File: src/rtl/serial_link_minimum_axi_pkg.sv
// Shared constants and types for the minimum-width AXI serial link.
// Response flits carry a 1-bit channel tag in bit 0, payload above it.
package serial_link_minimum_axi_pkg;

   localparam int unsigned B_CH_SIZE = 4;
   localparam int unsigned R_CH_SIZE = 37;
   localparam int unsigned PhitWidth = 8;

   function automatic int unsigned ceil_div(
      input int unsigned a,
      input int unsigned b
   );
      return (a + b - 1) / b;
   endfunction

   localparam int unsigned RespFlitWidth =
      1 + ((B_CH_SIZE > R_CH_SIZE) ? B_CH_SIZE : R_CH_SIZE);
   localparam int unsigned NumPhitsB = ceil_div(1 + B_CH_SIZE, PhitWidth);
   localparam int unsigned NumPhitsR = ceil_div(1 + R_CH_SIZE, PhitWidth);

   localparam logic RespTypeB = 1'b0;
   localparam logic RespTypeR = 1'b1;

   typedef enum logic {
      SerIdle,
      SerSend
   } ser_state_e;

   typedef enum logic {
      SrcB,
      SrcR
   } resp_src_e;

endpackage

File: src/rtl/serial_link_min_phit_serializer.sv
// Shifts a loaded flit out LSB-first as fixed-width phits.
// load_ok_o marks cycles where a new flit may be loaded without a bubble.
module serial_link_min_phit_serializer
   import serial_link_minimum_axi_pkg::*;
#(
   parameter int unsigned PhitW = 8,
   parameter int unsigned FlitW = 38,
   parameter int unsigned MaxPhits = 5,
   localparam int unsigned CntW = $clog2(MaxPhits + 1)
) (
   input  logic             clk_i,
   input  logic             rst_i,
   input  logic             load_i,
   input  logic [FlitW-1:0] flit_i,
   input  logic [CntW-1:0]  num_phits_i,
   output logic             load_ok_o,
   output logic [PhitW-1:0] phit_o,
   output logic             phit_valid_o,
   input  logic             phit_ready_i,
   output logic             phit_last_o
);

   localparam int unsigned ShW = MaxPhits * PhitW;

   ser_state_e       state_q;
   logic [ShW-1:0]   shift_q;
   logic [CntW-1:0]  cnt_q;
   logic [CntW-1:0]  num_q;
   logic             last_q;

   assign phit_o       = shift_q[PhitW-1:0];
   assign phit_valid_o = (state_q == SerSend);
   assign phit_last_o  = last_q;
   assign load_ok_o    = (state_q == SerIdle)
                       || (state_q == SerSend && last_q && phit_ready_i);

   always_ff @(posedge clk_i) begin
      if (rst_i) begin
         state_q <= SerIdle;
         shift_q <= '0;
         cnt_q   <= '0;
         num_q   <= '0;
         last_q  <= 1'b0;
      end else if (load_i && load_ok_o) begin
         state_q <= SerSend;
         shift_q <= ShW'(flit_i);
         cnt_q   <= '0;
         num_q   <= num_phits_i;
         last_q  <= (num_phits_i == CntW'(1));
      end else begin
         unique case (state_q)
            SerIdle: ;
            SerSend: begin
               if (phit_ready_i) begin
                  if (last_q) begin
                     state_q <= SerIdle;
                     shift_q <= '0;
                     cnt_q   <= '0;
                     last_q  <= 1'b0;
                  end else begin
                     shift_q <= shift_q >> PhitW;
                     cnt_q   <= cnt_q + CntW'(1);
                     // next phit is last when cnt+1 == num-1
                     last_q  <= ((cnt_q + CntW'(2)) == num_q);
                  end
               end
            end
            default: state_q <= SerIdle;
         endcase
      end
   end

endmodule

File: src/rtl/serial_link_min_axi_resp_tx.sv
// Responder-side B/R transmitter: round-robin arbitration, channel tagging,
// and hand-off of the tagged flit to the phit serializer.
module serial_link_min_axi_resp_tx #(
   parameter int unsigned PhitWidth = serial_link_minimum_axi_pkg::PhitWidth,
   parameter int unsigned BChSize   = serial_link_minimum_axi_pkg::B_CH_SIZE,
   parameter int unsigned RChSize   = serial_link_minimum_axi_pkg::R_CH_SIZE
) (
   input  logic                 clk_i,
   input  logic                 rst_i,
   input  logic [BChSize-1:0]   b_i,
   input  logic                 b_valid_i,
   output logic                 b_ready_o,
   input  logic [RChSize-1:0]   r_i,
   input  logic                 r_valid_i,
   output logic                 r_ready_o,
   output logic [PhitWidth-1:0] phit_o,
   output logic                 phit_valid_o,
   input  logic                 phit_ready_i,
   output logic                 phit_last_o
);

   import serial_link_minimum_axi_pkg::*;

   localparam int unsigned MaxCh = (BChSize > RChSize) ? BChSize : RChSize;
   localparam int unsigned FlitW = 1 + MaxCh;
   localparam int unsigned NB = ceil_div(1 + BChSize, PhitWidth);
   localparam int unsigned NR = ceil_div(1 + RChSize, PhitWidth);
   localparam int unsigned MaxPhits = (NB > NR) ? NB : NR;
   localparam int unsigned CntW = $clog2(MaxPhits + 1);

   resp_src_e        ptr_q;
   logic             load_ok;
   logic             grant_b;
   logic             grant_r;
   logic             want_b;
   logic             want_r;
   logic [FlitW-1:0] flit;
   logic [CntW-1:0]  num_phits;

   // Contested requests go to the pointer; a lone request always wins.
   assign want_b = b_valid_i && (!r_valid_i || ptr_q == SrcB);
   assign want_r = r_valid_i && (!b_valid_i || ptr_q == SrcR);

   always_comb begin
      grant_b = 1'b0;
      grant_r = 1'b0;
      if (load_ok && !rst_i) begin
         unique case (1'b1)
            want_b:  grant_b = 1'b1;
            want_r:  grant_r = 1'b1;
            default: ;
         endcase
      end
   end

   assign b_ready_o = grant_b;
   assign r_ready_o = grant_r;

   always_comb begin
      flit = '0;
      if (grant_r) begin
         flit[RChSize:1] = r_i;
         flit[0]         = RespTypeR;
         num_phits       = CntW'(NR);
      end else begin
         flit[BChSize:1] = b_i;
         flit[0]         = RespTypeB;
         num_phits       = CntW'(NB);
      end
   end

   always_ff @(posedge clk_i) begin
      if (rst_i) begin
         ptr_q <= SrcB;
      end else if (grant_b) begin
         ptr_q <= SrcR;
      end else if (grant_r) begin
         ptr_q <= SrcB;
      end
   end

   serial_link_min_phit_serializer #(
      .PhitW    (PhitWidth),
      .FlitW    (FlitW),
      .MaxPhits (MaxPhits)
   ) u_ser (
      .clk_i        (clk_i),
      .rst_i        (rst_i),
      .load_i       (grant_b || grant_r),
      .flit_i       (flit),
      .num_phits_i  (num_phits),
      .load_ok_o    (load_ok),
      .phit_o       (phit_o),
      .phit_valid_o (phit_valid_o),
      .phit_ready_i (phit_ready_i),
      .phit_last_o  (phit_last_o)
   );

endmodule

File: config.mk
export PLATFORM = sky130hd
export DESIGN_NAME = serial_link_min_axi_resp_tx
export DESIGN_NICKNAME = d
export VERILOG_FILES = /design/src/rtl/serial_link_minimum_axi_pkg.sv /design/src/rtl/serial_link_min_phit_serializer.sv /design/src/rtl/serial_link_min_axi_resp_tx.sv
export SDC_FILE = /design/constraint.sdc
export NUM_CORES = 1
export LEC_CHECK = 0
export BUFFER_PORTS_ARGS = -buffer_cell sky130_fd_sc_hd__buf_2
export CORE_ASPECT_RATIO = 0.8
export CORE_MARGIN = 10
export CORE_UTILIZATION = 35
export CTS_BUF_LIST = sky130_fd_sc_hd__clkbuf_4
export DETAILED_ROUTE_END_ITERATION = 8
export PLACE_DENSITY = 0.63
export SYNTH_ARGS = -nofsm -noshare
export SYNTH_HDL_FRONTEND = slang
export SYNTH_SLANG_ARGS = --single-unit
File: constraint.sdc
create_clock -name clk_i -period 4.1 [get_ports clk_i]
set_input_delay 0.205 -clock clk_i [delete_from_list [all_inputs] [get_ports clk_i]]
set_output_delay 0.205 -clock clk_i [all_outputs]
set_load 0.03 [all_outputs]
==> run metrics <==
port buffer count 57; residual DRC count 0; CP Cell Sequence a21boi_4 > nor4bb_4 > buf_4 > buf_2; final core utilization about two fifths; Ports between 50 and 60; setup bufs post-CTS 0; commonest non-fill, non-tap cell in the layout buf_2; antenna cell count 0; post-layout min period ~2200 ps; final hold vios 0; Sequential Power Share between 50% and 60%; Die W around 110 um; Synth warnings 0; dominant cells by area after synthesis dfxtp_1 (43%), a221oi_2 (11%), nor2_1 (7.8%); starting density of the core between 30% and 40%; via count roughly 1800; Synth Instances 221; dpl hpwl around 3700 um; Crit-path slowest cell dfxtp_1; Core Rows 25; Synth Register Bits 46; total core area between 0.005 and 0.006 mm^2; mapped cell area 0.00216 mm^2; switching power between 0.2 and 0.3 mW; Synthesized Nets 268; Root Driver clkbuf_4; fin crit share between 50% and 60%; setup TNS 0 ps; total power 0.967 mW; Synth top area share approximately 43%; layout cells sized above 1 37.2%; Die H between 90 and 100 um; worst vdd ir about 0.00016 V; Layout Nets approximately 300; area growth from synthesis to layout 15.2%; Slew headroom just under 30%; CP Launch Type flip-flop; P_leak 1.02 nW; Synth cell types 33; CTS resizes 0; Clock power frac a little over a quarter; CP peak stage delay 510 ps; most frequent cells in the layout buf_2 (57), dfxtp_1 (46), nor2_1 (45); clk_lat worst skew ~340 ps; largest net degree at the start of global routing 53; final setup vio count 0; unrepaired setup endpoints after global routing false; CTS Sinks 46; CTS buffer count 5; clock slew at reported path FFs 130 ps; register area share after synthesis ~43%; max_cap viols 0; Critical Path End Type primary output; hold_buf cts 0; number of fill cells in the layout 609; Worst Path Max Fanout 38; Final Slew Violations 0; class of the worst hold path in -> reg; Pwr Density a little under 400 mW/mm^2; Logic pwr share 21.3%; H-tree depth 2; number of antenna violations at the first check in global routing 0; Cell Int Power slightly below 0.7 mW; DR WL/cell 15.6 um; GRT overflow 0; Final Skew approximately 7.6 ps; drt first-iter violations 70; DR vias/cell 5.18; CTS tree done; CP Data Required Time between 3000 and 4000 ps; Detail Route Antenna Nets 0; dominant cell type by area after synthesis dfxtp_1; Slew @ Worst Pin 1060 ps; hold_ws 104 ps; Worst Setup Path Type reg -> out; first-pass GRT wire length 8700 um; syn_area_per_cell about 9.8 um^2; switch share between 20% and 30%; vias in the first global route around 1700; Detailed Route WL about 5300 um; Die Area 0.00975 mm^2; Pre-Repair DR Iteration Count 4; CP arrival 2040 ps; CTS Buffer Depth 2; GRT Total Usage between 10% and 20%; Placer Congestion between 0.7 and 0.8; status complete, no violations; Max Clk Rate about 450 MHz
==> through the flow <==
stage / setup slack, ps / instances / instance area, um^2
2_1_floorplan: 2140 / 221 / 2160
3_3_place_gp: 1740 / 335 / 2420
3_5_place_dp: 1740 / 335 / 2420
4_1_cts: 1840 / 342 / 2490
5_1_grt: 1730 / 342 / 2490
6_report: 1860 / 342 / 2490
==> final cells by class <==
cell class,count,area [um^2],share of cell area (%)
timing repair buffer,60,308,12.3
multi-input combinational,147,1090,43.6
tap,81,101,4.07
inverter,1,3.75,0.151
sequential,46,921,36.9
clock inverter,2,33.8,1.36
clock buffer,5,37.5,1.51
==> Yosys cell counts <==
library cell  instances
a211oi_1              1
a21boi_1              1
a21boi_4              1
a21oi_1               3
a221oi_1             13
a221oi_2             16
a22oi_1               8
a32o_1                4
a41oi_1               1
buf_2                 6
buf_4                12
buf_6                 1
clkbuf_1              8
dfxtp_1              46
ha_1                  1
inv_1                 1
nand2_1               1
nand2b_1              3
nor2_1               45
nor2_2                1
nor3_1               23
nor3_2               10
nor3b_1               2
nor4bb_4              1
o21ai_0               1
o21bai_1              3
o31a_1                2
o31ai_2               1
o32ai_1               1
or3_1                 1
or4b_1                1
xnor2_1               1
xor2_1                1
==> power by group through the flow <==
stage	Combinational [mW]	Sequential, mW	Clock, mW
floorplan	0.159	0.509	0
global placement	0.205	0.511	0
detailed placement	0.206	0.512	0
CTS	0.207	0.502	0.269
global route	0.228	0.506	0.291
finish	0.206	0.501	0.260
==> critical path, delay by kind of cell, from the launching register on <==
| family | cells | cell delay (ps) |
|---|---|---|
| buffers and inverters | 2 | 770 |
| DFF | 1 | 510 |
| and+or+nand+nor | 1 | 270 |
| AOI/OAI and AO/OA | 1 | 140 |
==> worst paths after layout <==
path | from | slack, ps | end | cells after the start
worst max register to register | u_ser.phit_valid_o | 2150 | u_ser.shift_q[26] | 4
worst min-delay path | r_i[33] | 100 | u_ser.shift_q[34] | 3
worst min register to register | ptr_q | 490 | ptr_q | 2
worst max-delay path | u_ser.phit_last_o | 1860 | r_ready_o | 4
==> layer usage <==
metal	share of wire [%]	track usage (%)	up-vias
met3	8.1	4.64	2
met4	0.34	2.33	0
li1	-	-	905
met5	0	0	-
met2	44	15.2	46
met1	48	14.6	818
==> flip-flops by register name, summed over array words and instances, names as in the netlist <==
name	cells
u_ser.phit_last_o	1
u_ser.cnt_q	3
u_ser.num_q	2
u_ser.phit_valid_o	1
ptr_q	1
u_ser.shift_q	38
==> cells by family (layout without fill, tap and decap cells) <==
group	Yosys count	after routing	share of synthesized area [%]
and+or+nand+nor	88	88	21.7
AOI/OAI and AO/OA	56	56	26.7
DFF	46	46	42.6
buffers and inverters	28	68	7.63
xor gates and xnor gates	2	2	0.810
adders and majority gates	1	1	0.578
No activity file was read; power rests on OpenSTA's default activity.
